## src/rtl/load_store_unit_if.sv

```systemverilog
// Word-wide data RAM port between the load/store unit (master) and memory (slave).
// Request fields are held stable by the master for as long as mem_req is high.
interface load_store_unit_if;
  logic        mem_req;
  logic        mem_we;
  logic [3:0]  mem_be;
  logic [31:0] mem_addr;
  logic [31:0] mem_wdata;
  logic [31:0] mem_rdata;
  logic        mem_ack;

  modport master (
    output mem_req, mem_we, mem_be, mem_addr, mem_wdata,
    input  mem_rdata, mem_ack
  );

  modport slave (
    input  mem_req, mem_we, mem_be, mem_addr, mem_wdata,
    output mem_rdata, mem_ack
  );
endinterface

```

## src/rtl/load_store_unit.sv

```systemverilog
// MIPS LB/LBU/LH/LHU/LW/SB/SH/SW memory stage: byte-lane steering, load extension,
// misalignment trap and a bus timeout over a req/ack word RAM port.
module load_store_unit #(
  parameter int unsigned TIMEOUT = 255,
  parameter int unsigned CNT_W   = 8
) (
  input  logic              clk,
  input  logic              rst,
  input  logic              i_start,
  input  logic [2:0]        i_op,
  input  logic [31:0]       i_addr,
  input  logic [31:0]       i_wdata,
  output logic              o_busy,
  output logic              o_done,
  output logic [31:0]       o_rdata,
  output logic              o_addr_err,
  output logic              o_bus_err,
  load_store_unit_if.master bus
);

  typedef enum logic [2:0] {
    OP_LB  = 3'b000,
    OP_LBU = 3'b001,
    OP_LH  = 3'b010,
    OP_LHU = 3'b011,
    OP_LW  = 3'b100,
    OP_SB  = 3'b101,
    OP_SH  = 3'b110,
    OP_SW  = 3'b111
  } op_e;

  typedef enum logic [1:0] {
    S_IDLE,
    S_REQ,
    S_ERR,
    S_DONE
  } state_e;

  state_e           r_state;
  op_e              r_op;
  logic [1:0]       r_lane;
  logic [CNT_W-1:0] r_cnt;

  op_e              w_op;
  logic             w_store;
  logic             w_half;
  logic             w_word;
  logic             w_misaligned;
  logic [3:0]       w_be;
  logic [31:0]      w_wdata;
  logic [15:0]      w_lane_data;
  logic [31:0]      w_load;
  logic [CNT_W-1:0] w_cnt_inc;
  logic             w_timeout;

  assign w_op = op_e'(i_op);

  always_comb begin
    // NOTE: every signal driven here gets a default before the case, so no path
    // leaves one unassigned and no latch is inferred.
    w_store = 1'b0;
    w_half  = 1'b0;
    w_word  = 1'b0;
    w_be    = 4'b0001 << i_addr[1:0];
    w_wdata = {4{i_wdata[7:0]}};
    case (w_op)
      OP_SB: w_store = 1'b1;
      OP_LH, OP_LHU, OP_SH: begin
        w_half  = 1'b1;
        w_store = (w_op == OP_SH);
        w_be    = i_addr[1] ? 4'b1100 : 4'b0011;
        w_wdata = {2{i_wdata[15:0]}};
      end
      OP_LW, OP_SW: begin
        w_word  = 1'b1;
        w_store = (w_op == OP_SW);
        w_be    = 4'b1111;
        w_wdata = i_wdata;
      end
      default: ;
    endcase
  end

  assign w_misaligned = (w_half & i_addr[0]) | (w_word & (|i_addr[1:0]));

  // Lane shift uses the byte offset captured at accept time, not the live address.
  assign w_lane_data = 16'(bus.mem_rdata >> {r_lane, 3'b000});

  always_comb begin
    w_load = bus.mem_rdata;
    case (r_op)
      OP_LB:  w_load = {{24{w_lane_data[7]}}, w_lane_data[7:0]};
      OP_LBU: w_load = {24'h0, w_lane_data[7:0]};
      OP_LH:  w_load = {{16{w_lane_data[15]}}, w_lane_data[15:0]};
      OP_LHU: w_load = {16'h0, w_lane_data[15:0]};
      default: ;
    endcase
  end

  // The counter holds the number of REQ cycles already elapsed; the timeout fires on
  // the edge that ends the TIMEOUT-th cycle with mem_req high.
  assign w_cnt_inc = r_cnt + 1'b1;
  assign w_timeout = (TIMEOUT != 0) && (w_cnt_inc == CNT_W'(TIMEOUT));

  // NOTE: all state and registered outputs use non-blocking assignments so every
  // register samples the pre-edge values regardless of statement order.
  always_ff @(posedge clk or posedge rst) begin
    if (rst) begin
      r_state       <= S_IDLE;
      r_op          <= OP_LB;
      r_lane        <= 2'b00;
      r_cnt         <= '0;
      o_busy        <= 1'b0;
      o_done        <= 1'b0;
      o_rdata       <= 32'h0;
      o_addr_err    <= 1'b0;
      o_bus_err     <= 1'b0;
      bus.mem_req   <= 1'b0;
      bus.mem_we    <= 1'b0;
      bus.mem_be    <= 4'b0000;
      bus.mem_addr  <= 32'h0;
      bus.mem_wdata <= 32'h0;
    end else begin
      o_done     <= 1'b0;
      o_addr_err <= 1'b0;
      o_bus_err  <= 1'b0;
      case (r_state)
        S_IDLE: begin
          if (i_start) begin
            r_op   <= w_op;
            r_lane <= i_addr[1:0];
            o_busy <= 1'b1;
            if (w_misaligned) begin
              r_state    <= S_ERR;
              o_done     <= 1'b1;
              o_addr_err <= 1'b1;
            end else begin
              r_state       <= S_REQ;
              r_cnt         <= '0;
              bus.mem_req   <= 1'b1;
              bus.mem_we    <= w_store;
              bus.mem_be    <= w_be;
              bus.mem_addr  <= {i_addr[31:2], 2'b00};
              bus.mem_wdata <= w_wdata;
            end
          end
        end
        S_REQ: begin
          if (bus.mem_ack) begin
            r_state     <= S_DONE;
            bus.mem_req <= 1'b0;
            o_done      <= 1'b1;
            if (!bus.mem_we) begin
              o_rdata <= w_load;
            end
          end else if (w_timeout) begin
            r_state     <= S_DONE;
            bus.mem_req <= 1'b0;
            o_done      <= 1'b1;
            o_bus_err   <= 1'b1;
          end else begin
            r_cnt <= w_cnt_inc;
          end
        end
        S_ERR, S_DONE: begin
          r_state <= S_IDLE;
          o_busy  <= 1'b0;
        end
        default: r_state <= S_IDLE;
      endcase
    end
  end

endmodule
```

## src/flat_wrapper.sv

```systemverilog
// flat-port wrapper written by rule: the top's interface ports become plain ports
module load_store_unit_flat 
#(
  parameter int unsigned TIMEOUT = 255,
  parameter int unsigned CNT_W   = 8
)
  (clk, rst, i_start, i_op, i_addr, i_wdata, o_busy, o_done, o_rdata, o_addr_err, o_bus_err, bus_mem_req, bus_mem_we, bus_mem_be, bus_mem_addr, bus_mem_wdata, bus_mem_rdata, bus_mem_ack);
  load_store_unit_if bus_i ();
  input  logic clk;
  input  logic rst;
  input  logic i_start;
  input  logic [2:0] i_op;
  input  logic [31:0] i_addr;
  input  logic [31:0] i_wdata;
  output logic o_busy;
  output logic o_done;
  output logic [31:0] o_rdata;
  output logic o_addr_err;
  output logic o_bus_err;
  output wire logic [$bits(bus_i.mem_req)-1:0] bus_mem_req;
  output wire logic [$bits(bus_i.mem_we)-1:0] bus_mem_we;
  output wire logic [$bits(bus_i.mem_be)-1:0] bus_mem_be;
  output wire logic [$bits(bus_i.mem_addr)-1:0] bus_mem_addr;
  output wire logic [$bits(bus_i.mem_wdata)-1:0] bus_mem_wdata;
  input wire logic [$bits(bus_i.mem_rdata)-1:0] bus_mem_rdata;
  input wire logic [$bits(bus_i.mem_ack)-1:0] bus_mem_ack;
  assign bus_mem_req = bus_i.mem_req;
  assign bus_mem_we = bus_i.mem_we;
  assign bus_mem_be = bus_i.mem_be;
  assign bus_mem_addr = bus_i.mem_addr;
  assign bus_mem_wdata = bus_i.mem_wdata;
  assign bus_i.mem_rdata = bus_mem_rdata;
  assign bus_i.mem_ack = bus_mem_ack;
  load_store_unit #(.TIMEOUT(TIMEOUT), .CNT_W(CNT_W)) u_core (.clk(clk), .rst(rst), .i_start(i_start), .i_op(i_op), .i_addr(i_addr), .i_wdata(i_wdata), .o_busy(o_busy), .o_done(o_done), .o_rdata(o_rdata), .o_addr_err(o_addr_err), .o_bus_err(o_bus_err), .bus(bus_i));
endmodule
```

## config.mk

```make
export PLATFORM = sky130hd
export DESIGN_NAME = load_store_unit_flat
export DESIGN_NICKNAME = d
export VERILOG_FILES = /design/src/rtl/load_store_unit_if.sv /design/src/rtl/load_store_unit.sv /design/src/flat_wrapper.sv
export SDC_FILE = /design/constraint.sdc
export NUM_CORES = 1
export LEC_CHECK = 0
export BUFFER_PORTS_ARGS = -buffer_cell sky130_fd_sc_hd__buf_2
export CORE_ASPECT_RATIO = 1.5
export CORE_MARGIN = 3
export CORE_UTILIZATION = 49
export CTS_CLUSTER_SIZE = 25
export DETAILED_ROUTE_END_ITERATION = 7
export HOLD_SLACK_MARGIN = 0.06
export PLACE_DENSITY = 0.78
export REMOVE_ABC_BUFFERS = 1
export SYNTH_ARGS = -nofsm -noshare
export SYNTH_HDL_FRONTEND = slang
export SYNTH_SLANG_ARGS = --single-unit
```

## constraint.sdc

```tcl
create_clock -name clk -period 5 [get_ports clk]
set_clock_uncertainty 0.1 [all_clocks]
set_input_delay 0.5 -clock clk [delete_from_list [all_inputs] [get_ports clk]]
set_output_delay 0.5 -clock clk [all_outputs]
set_load 0.1 [all_outputs]
```

Yosys cells after proc, flatten, opt, wreduce, memory -nomap -nowiden:

Index checks and enable logic that the tools add are counted.

* word-level logic and storage cells: 87
* input bits: 103
* register bits after elaboration: 119
* output and inout bits: 106

* muxes and demuxes: 32
* equal/unequal tests: 18
* bitwise gates (word level): 5
* shifts and indexed selects: 2
* reduce and logical (&&, ||, !) cells: 15
* add/sub/neg operators: 1

Operators by type and width (count)
* $pmux 32 s4: 1
* $pmux 32 s2: 1
* $mux 8: 4
* $shr 32x5->16: 1
* $pmux 8 s2: 1
* $mux 1: 14
* $eq 3x2->1 const B: 4
* $eq 3x3->1 const B: 4
* $add 8x1->8 const B: 1
* $eq 8x8->1 const B: 1
* $mux 2: 4
* $ne 2x2->1 const B: 4
* $pmux 4 s2: 1
* $pmux 1 s2: 3
* $pmux 2 s3: 1
* $reduce_and 2->1: 3
* $reduce_and 3->1: 2
* $reduce_or 2->1: 3
* $reduce_and 5->1: 1
* $eq 2x2->1 const B: 2
* $mux 4: 1
* $reduce_and 4->1: 1
* $reduce_bool 2->1: 2
* $shl 1x2->4 const A: 1
* other kinds (10): 12

Logic depth before layout (Yosys ltp):

Gate-level depths: netlist of the first run.

* depth in word-level cells: 8
* depth in mapped cells: 8
* mapped depth without buffers: 8

Least setup slack after synthesis of the first run:

Ideal clock, no wire load.

* kind: flip-flop to flip-flop
* start point: register u_core.r_cnt[0]
* end point: register u_core.r_cnt[3]
* setup slack: 2948 ps
* data arrival time: 1831 ps
* setup time: 121 ps
* stages on the path, launching flop included: 8
* buffers on the path: 0
* clock period less this slack: 2052 ps
* cell sequence: dfrtp_1 > ha_1 > a21oi_1 > o211ai_1 > o21a_1 > o21ai_2 > mux2_2 > a22o_1

* word-level cells in the longest chain between the ends: 4
* elaborated cells on any way between the ends: 7
* those cells by class: 1 x add/sub; 2 x eq/ne; 3 x mux; 1 x reduce/logical

Ends and longest elaborated chain
* from (decl): line load_store_unit.sv:42 `logic [CNT_W-1:0] r_cnt;`
* from (signal assigned): line load_store_unit.sv:162 `r_cnt <= w_cnt_inc;`
* $add 8x1->8 *: line load_store_unit.sv:102 `assign w_cnt_inc = r_cnt + 1'b1;`
* $eq 8x8->1 / $mux 8 (equally long branches): line load_store_unit.sv:103, load_store_unit.sv:156
* $ne 2x2->1 (no line) / $mux 8 (equally long branches)
* $reduce_and 5->1 (no line) / $pmux 8 s2 (equally long branches)

Mark *: on every way between the ends. The rest lies on a longest branch, timed or not. The select of a mux whose other input is x is not followed.
A chain may end at the register's enable or synchronous reset.

Worst setup path in the final report of the first run:

* start point: register u_core.r_state[0]
* end point: register u_core.o_rdata[23]

* word-level cells in the longest chain between the ends: 2

Ends and longest elaborated chain
* from (decl): line load_store_unit.sv:39 `state_e r_state;`
* from (signal assigned): line load_store_unit.sv:109 `r_state <= S_IDLE;`
* from (signal assigned): line load_store_unit.sv:134 `r_state <= S_ERR;`
* from (signal assigned): line load_store_unit.sv:138 `r_state <= S_REQ;`
* $eq 2x1->1: line load_store_unit.sv:127 `case (r_state)`
* $reduce_and 3->1 (no line)
* to (signal assigned): line load_store_unit.sv:154 `o_rdata <= w_load;`
* to (decl): line load_store_unit.sv:15 `output logic [31:0] o_rdata,`

Every way passes these cells.

==> flow_metrics.tcl, run 1 <==
set metrics [dict create \
    path_class "reg2reg" \
    die_h_um 135 \
    synth_edf_count 0 \
    hp-class "in2async" \
    syn_inst 537 \
    tns_ps 0 \
    placementRows 46 \
    crit_path_end_kind "flop" \
    clock.fmax_mhz 348 \
    critPathLaunch "u_core.r_state[0]" \
    drive_gt1_share_pct 38.6 \
    synthMuxAreaShare_pct 13.0 \
    synthAdderAreaFrac_pct 0.457 \
    path_buf_inv 0 \
    cp.arrival_ps 3000 \
    cts_resized 0 \
    antenna_found_initial 1 \
    antenna_left 0 \
    cp_max_fo 20 \
    grt_overflow 0 \
    status "finished clean" \
    drc 0 \
    path_delay_family "simple AND/OR/NAND/NOR gates" \
    ys_seq_elements 119 \
    hold_viol_final 0 \
    cp_num_cells 4 \
    postCtsSetupBuffers 0 \
    cts_hold_buf 0 \
    ios 209 \
    layout_common_cells "206 x buf_2, 119 x dfrtp_1, 87 x nand2_1, 50 x o21ai_0, 46 x nor2_1" \
    drv_slew 0 \
    finalNetCount 841 \
    grt.total_usage_pct 23.8 \
    netlist_area_um2 5480 \
    dpl_worst_slack_ps 2130 \
    wire_per_inst_um 16.8 \
    gp_congestion 0.957 \
    portBuffers 206 \
    cts.clk_slew.worst_paths_ps 60 \
    max_slew_margin_pct 23.6 \
    core_area_um2 10800 \
    grt_pass1_wl_mm 23.5 \
    synth_top_family_by_area "compound AO/OA/AOI/OAI gates" \
    worstMarginPinSlew_ps 1140 \
    async_flop_share_pct 100 \
    dpl.hpwl_mm 10.9 \
    synthSimpleGateAreaFrac_pct 13.6 \
    die_w_um 92.3 \
    clock-sinks 119 \
    worst_r2r_endpoint "u_core.o_rdata[23]" \
    worstPathCellList "nor2b_1, nand3_1, nor2_1, a21oi_1" \
    reg2reg_depth 4 \
    vias_per_cell 5.47 \
    numCtsBuffers 17 \
    finalCritPeriodShare_pct 57.5 \
    grt_pass1_vias 4883 \
    rsz0062_at_grt "false" \
    layout_commonest_cell "buf_2" \
    postRouteWirelength_mm 15.0 \
    dieArea_um2 12500 \
    yosysSeqAreaShare_pct 54.4 \
    clk_latency_ps 410 \
    critical_path.max_stage_delay_ps 1060 \
    synth-compound-area-share_pct 14.7 \
    area_growth_pct 31.4 \
    synth-xor-area-share_pct 0.320 \
    synthFlopType "dfrtp_1" \
    clock-root-buffer "clkbuf_16" \
    worstPathRequired_ps 5130 \
    setup_viol 0 \
    slowest_stage "nor2_1" \
    reg2reg_slack_ps 2130 \
    fin_hold_ws_ps 96.7 \
    clock_path_buffers 2 \
    first_pass_iters 5 \
    ys_warn_count 0 \
    synth.avg_cell_area_um2 10.2 \
    reg2reg_from "u_core.r_state[0]" \
    ys_types 48 \
    maxCapViolCount 0 \
    period_needed_ps 2870 \
    detail_route.iter0.violations 343 \
    grt_max_degree 62 \
    start_util_pct 50.9 \
    cts_tree "built" \
    vias 4889 \
    cp-start-kind "flop" \
    cts_max_level 4 \
    setup_ws_ps 2130 \
]
==> worst max-delay path by stage <==
stage | slack (ps) | end
floorplan | 1240 | u_core.bus.mem_addr[10]
global placement | 2220 | u_core.bus.mem_addr[12]
detailed placement | 2130 | u_core.bus.mem_addr[28]
CTS | 2190 | u_core.o_rdata[23]
global route | 1890 | u_core.o_rdata[22]
finish | 2130 | u_core.o_rdata[23]
==> per-layer routing <==
layer / wire length, um / track usage (%)
met1: 5640 / 26.8
met2: 7710 / 41.3
met3: 1090 / 5.50
met4: 554 / 13.0
met5: 0 / 0
==> registers in the layout (all words and copies together) (netlist names), 2 cells and up <==
name	cells
u_core.bus.mem_addr	30
u_core.bus.mem_be	4
u_core.bus.mem_wdata	32
u_core.o_rdata	32
u_core.r_cnt	8
u_core.r_lane	2
u_core.r_op	3
u_core.r_state	2
==> final cells by class <==
cell class | count | area, um^2
antenna | 1 | 2.50
clock buffer | 18 | 429
clock inverter | 14 | 201
fill | 859 | 3560
inverter | 7 | 28.8
multi-input combinational | 380 | 2310
sequential | 119 | 2980
tap | 144 | 180
timing repair buffer | 211 | 1070
==> synthesized netlist by cell type (3+ instances only) <==
library cell	count	area (um^2)
dfrtp_1	119	2980
nand2_1	87	327
o21ai_0	50	250
nor2_1	46	173
a21oi_1	38	190
mux2_2	38	428
mux2i_1	27	270
clkbuf_1	17	63.8
a31oi_1	11	68.8
o22ai_1	10	62.6
a22oi_1	8	60.1
nand3b_1	8	60.1
inv_1	7	26.3
nand3_1	7	35.0
nor2b_1	6	37.5
buf_2	5	25.0
buf_4	5	37.5
nor3_1	4	20.0
o31ai_1	4	30.0
buf_6	3	33.8
nand2b_1	3	18.8
o211ai_1	3	22.5
==> cells by family after synthesis <==
family,after synthesis
mux,66
flops,119
fa+ha+maj,2
buf+inv,39
other cells,1
compound gates,136
simple gates,172
xor+xnor,2
==> metrics by stage <==
| step | cells | utilization (%) | area, um^2 |
|---|---|---|---|
| 2_1_floorplan | 506 | - | 5310 |
| 5_1_grt | 894 | 66.9 | 7200 |
| 3_5_place_dp | 861 | 61.0 | 6570 |
| 3_3_place_gp | 861 | 61.0 | 6570 |
| 6_report | 894 | 66.9 | 7200 |
| 4_1_cts | 893 | 66.9 | 7200 |
Power of run 1 is left out: the tool's default activity adds up to more than one toggle a clock period on the data nets, which glitch-free logic cannot reach.
==> run 2, diff against run 1 <==
CORE_UTILIZATION = 44   (was 49)
PLACE_DENSITY = 0.74   (was 0.78)
clock period = 2.53 ns   (was 5 ns; I/O delays follow)
==> flow_metrics.tcl, run 2 (synthesized netlist as in run 1, its figures left out) <==
set metrics [dict create \
    cp.arrival_ps 2570 \
    postRouteWirelength_mm 16.4 \
    die_w_um 97.1 \
    vias 5209 \
    cts_tree "built" \
    gp_congestion 0.859 \
    drc 0 \
    start_util_pct 45.4 \
    period_needed_ps 2390 \
    grt_pass1_vias 5572 \
    clk_latency_ps 400 \
    worstMarginPinSlew_ps 1140 \
    setup_viol 0 \
    antenna_left 0 \
    rsz0062_at_grt "false" \
    area_growth_pct 48.8 \
    first_pass_iters 4 \
    clock_path_buffers 2 \
    cts_resized 0 \
    cts.clk_slew.worst_paths_ps 50 \
    worstPathRequired_ps 2710 \
    clock.fmax_mhz 419 \
    maxCapViolCount 0 \
    ios 209 \
    crit_path_end_kind "flop" \
    final_cells 998 \
    detail_route.iter0.violations 420 \
    die_h_um 143 \
    wire_per_inst_um 16.5 \
    drive_gt1_share_pct 35.9 \
    finalCritPeriodShare_pct 94.3 \
    grt_max_degree 56 \
    dpl.hpwl_mm 11.3 \
    layout_commonest_cell "buf_2" \
    max_slew_margin_pct 23.7 \
    numCtsBuffers 17 \
    status "finished clean" \
    cp_max_fo 43 \
    cp-start-kind "input port" \
    placementRows 49 \
    portBuffers 206 \
    drv_slew 0 \
    clock-sinks 119 \
    worstPathCellList "dlygate4sd3_1, buf_2, inv_1, a21o_1, a32oi_4, and2_2, buf_12, mux2_2" \
    layout_common_cells "206 x buf_2, 119 x dfrtp_1, 87 x nand2_1, 81 x dlygate4sd3_1, 50 x o21ai_0" \
    grt_pass1_wl_mm 27.1 \
    hold_viol_final 0 \
    core_area_um2 12100 \
    cts_max_level 4 \
    grt.total_usage_pct 24.2 \
    path_class "in2reg" \
    dieArea_um2 13900 \
    slowest_stage "dlygate4sd3_1" \
    place_inst 884 \
    antenna_found_initial 0 \
    hp-class "in2reg" \
    critical_path.max_stage_delay_ps 540 \
    largestRegisters "u_core.bus.mem_wdata: 32 flops, u_core.o_rdata: 32 flops, u_core.bus.mem_addr: 30 flops" \
    fillers 897 \
    finalNetCount 936 \
    grt_overflow 0 \
    clock-root-buffer "clkbuf_16" \
    vias_per_cell 5.22 \
]
==> run 2: final timing paths <==
kind | end | start | slack, ps | cells past startpoint
worst max register to register | u_core.r_cnt[3] | u_core.r_cnt[0] | 240 | 7
worst min register to register | u_core.o_rdata[4] | u_core.o_rdata[4] | 380 | 2
worst max-delay path | u_core.bus.mem_addr[19] | i_op[0] | 140 | 8
worst min-delay path | u_core.o_rdata[15] | bus_mem_rdata[15] | 80 | 3
min in group asynchronous | u_core.o_rdata[17] | rst | 300 | 3
max in group asynchronous | u_core.r_cnt[7] | rst | 1200 | 4
==> run 2: stage by stage <==
step	util [%]	setup slack [ps]	hold slack, ps	TNS (ps)	cell area [um^2]
final	67.5	145	76.0	0	8150
after global routing	67.5	25.2	81.6	0	8150
after CTS	67.5	167	60.1	0	8150
after detailed placement	55.5	277	198	0	6710
after global placement	55.5	372	191	0	6710
after floorplan	-	-980	226	-129350	5310
==> run 2: cell type report <==
| cell class | instances | area [um^2] | share of cell area (%) |
|---|---|---|---|
| Antenna cell | 1 | 2.50 | 0.0307 |
| Clock buffer | 20 | 457 | 5.60 |
| Clock inverter | 12 | 175 | 2.15 |
| Inverter | 7 | 28.8 | 0.353 |
| Multi-Input combinational cell | 380 | 2310 | 28.3 |
| Sequential cell | 119 | 2980 | 36.5 |
| Tap cell | 153 | 191 | 2.35 |
| Timing Repair Buffer | 306 | 2010 | 24.7 |
==> run 2: per-layer routing <==
| metal | vias to the layer above | part of all wire, % | routed length, um | global-route usage [%] |
|---|---|---|---|---|
| met1 | 2468 | 37 | 6090 | 26.2 |
| met4 | 0 | 4.5 | 736 | 13.5 |
| met3 | 49 | 6.3 | 1040 | 6.55 |
| li1 | 2461 | - | - | - |
| met5 | - | 0 | 0 | 0 |
| met2 | 231 | 52 | 8570 | 42.9 |
==> run 2: critical path: cells and delay by family <==
kind                   cells  cell delay [ps]
buffers and inverters      4             1030
AO/OA/AOI/OAI              2              540
multiplexers               1              370
AND/OR/NAND/NOR            1              340
==> run 2: repair_timing <==
| item | in CTS | in global routing |
|---|---|---|
| endpoints found under the hold margin | 113 | 0 |
| hold buffers | 81 | 0 |
| buffers inserted | 0 | 0 |
Power of run 2 is left out for the same reason.
==> run 3, diff against run 2 <==
--- a/config.mk
+++ b/config.mk
@@ -13,5 +13,5 @@
 export DETAILED_ROUTE_END_ITERATION = 7
 export HOLD_SLACK_MARGIN = 0.06
-export PLACE_DENSITY = 0.74
+export PLACE_DENSITY = 0.79
 export REMOVE_ABC_BUFFERS = 1
 export SYNTH_ARGS = -nofsm -noshare
==> constraint.sdc (replaced) <==
create_clock -name clk -period 2.53 [get_ports clk]
set_clock_uncertainty 0.1 [all_clocks]
set_input_delay 0.3795 -clock clk [delete_from_list [all_inputs] [get_ports clk]]
set_output_delay 0.3795 -clock clk [all_outputs]
set_load 0.1 [all_outputs]
==> flow_metrics.tcl, run 3 (synthesized netlist as in run 1, its figures left out) <==
set metrics [dict create \
    cts.clk_slew.worst_paths_ps 60 \
    layout_commonest_cell "buf_2" \
    grt_pass1_wl_mm 24.4 \
    detail_route.iter0.violations 340 \
    antenna_found_initial 0 \
    rsz0062_at_grt "false" \
    cts_max_level 4 \
    first_pass_iters 5 \
    clk_latency_ps 390 \
    grt_overflow 0 \
    drive_gt1_share_pct 39.6 \
    setup_viol 0 \
    grt_pass1_vias 4956 \
    grt_max_degree 56 \
    place_inst 882 \
    maxCapViolCount 0 \
    status "finished clean" \
    period_needed_ps 2310 \
    critical_path.max_stage_delay_ps 830 \
    wire_per_inst_um 16.9 \
    grt.total_usage_pct 21.9 \
    finalNetCount 854 \
    postRouteWirelength_mm 15.5 \
    path_class "reg2reg" \
    hp-class "in2reg" \
    cts_tree "built" \
    vias_per_cell 5.37 \
    layout_common_cells "206 x buf_2, 119 x dfrtp_1, 87 x nand2_1, 50 x o21ai_0, 46 x nor2_1" \
    cp-start-kind "flop" \
    final_cells 915 \
    drv_slew 0 \
    path_delay_family "simple AND/OR/NAND/NOR gates" \
    cp.arrival_ps 2420 \
    die_w_um 97.1 \
    core_area_um2 12100 \
    area_growth_pct 34.9 \
    drc 0 \
    clock-root-buffer "clkbuf_16" \
    fin_util_pct 61.2 \
    hold_viol_final 0 \
    cp_max_fo 16 \
    antenna_left 0 \
    dieArea_um2 13900 \
    start_util_pct 45.4 \
    portBuffers 206 \
    max_slew_margin_pct 25.7 \
    clock-sinks 119 \
    numCtsBuffers 17 \
    die_h_um 143 \
    worstPathCellList "mux2i_1, mux2i_1, nor2_1, nor4_1, nor2_1, a21oi_1" \
    clock.fmax_mhz 433 \
    path_buf_inv 0 \
    ios 209 \
    vias 4918 \
    dpl.hpwl_mm 11.6 \
    clock_path_buffers 2 \
    gp_congestion 0.878 \
    slowest_stage "nor2_1" \
    placementRows 49 \
    worstPathRequired_ps 2640 \
    fillers 1028 \
    worstMarginPinSlew_ps 1110 \
    postCtsSetupBuffers 0 \
    largestRegisters "u_core.bus.mem_wdata: 32 flops, u_core.o_rdata: 32 flops, u_core.bus.mem_addr: 30 flops" \
    diodes 0 \
    finalCritPeriodShare_pct 91.2 \
    crit_path_end_kind "flop" \
]
[run 3: final cells by class]
class	count	area, um^2	area share [%]
Inverter	7	28.8	0.390
Clock buffer	18	439	5.95
Tap cell	153	191	2.59
Sequential cell	119	2980	40.3
Clock inverter	14	246	3.34
Multi-Input combinational cell	380	2310	31.3
Timing Repair Buffer	224	1190	16.2
[run 3: what timing repair did]
action / in CTS / in global routing
endpoints found under the hold margin: 49 / 0
gates resized for setup: 0 / 0
hold buffers: 1 / 0
[run 3: path summary, 6_finish.rpt]
path | startpoint | end | slack, ps | depth (start not counted)
setup / recovery | u_core.r_lane[1] | u_core.o_rdata[18] | 220 | 6
hold / removal | i_addr[26] | u_core.bus.mem_addr[26] | 100 | 2
setup reg to reg | u_core.r_lane[1] | u_core.o_rdata[18] | 220 | 6
hold reg to reg | u_core.bus.mem_wdata[13] | u_core.bus.mem_wdata[13] | 370 | 2
max in group asynchronous | rst | u_core.bus.mem_addr[15] | 1020 | 4
min in group asynchronous | rst | u_core.o_rdata[26] | 540 | 3
[run 3: stage by stage]
stage	area (um^2)	setup TNS [ps]	hold WS (ps)	setup slack [ps]
after detailed placement	6690	0	367	241
after floorplan	5310	-144410	351	-1110
after global routing	7390	0	99.0	69.2
after global placement	6690	0	358	361
after CTS	7390	0	86.8	264
final	7390	0	102	223
[run 3: metal layers]
layer / GRT usage [%] / up-vias / wire, um
met5: 0 / - / 0
met4: 9.91 / 0 / 467
met3: 4.94 / 38 / 1130
met2: 39.0 / 235 / 7990
met1: 25.2 / 2341 / 5870
li1: - / 2304 / -
Power of run 3 is left out for the same reason.
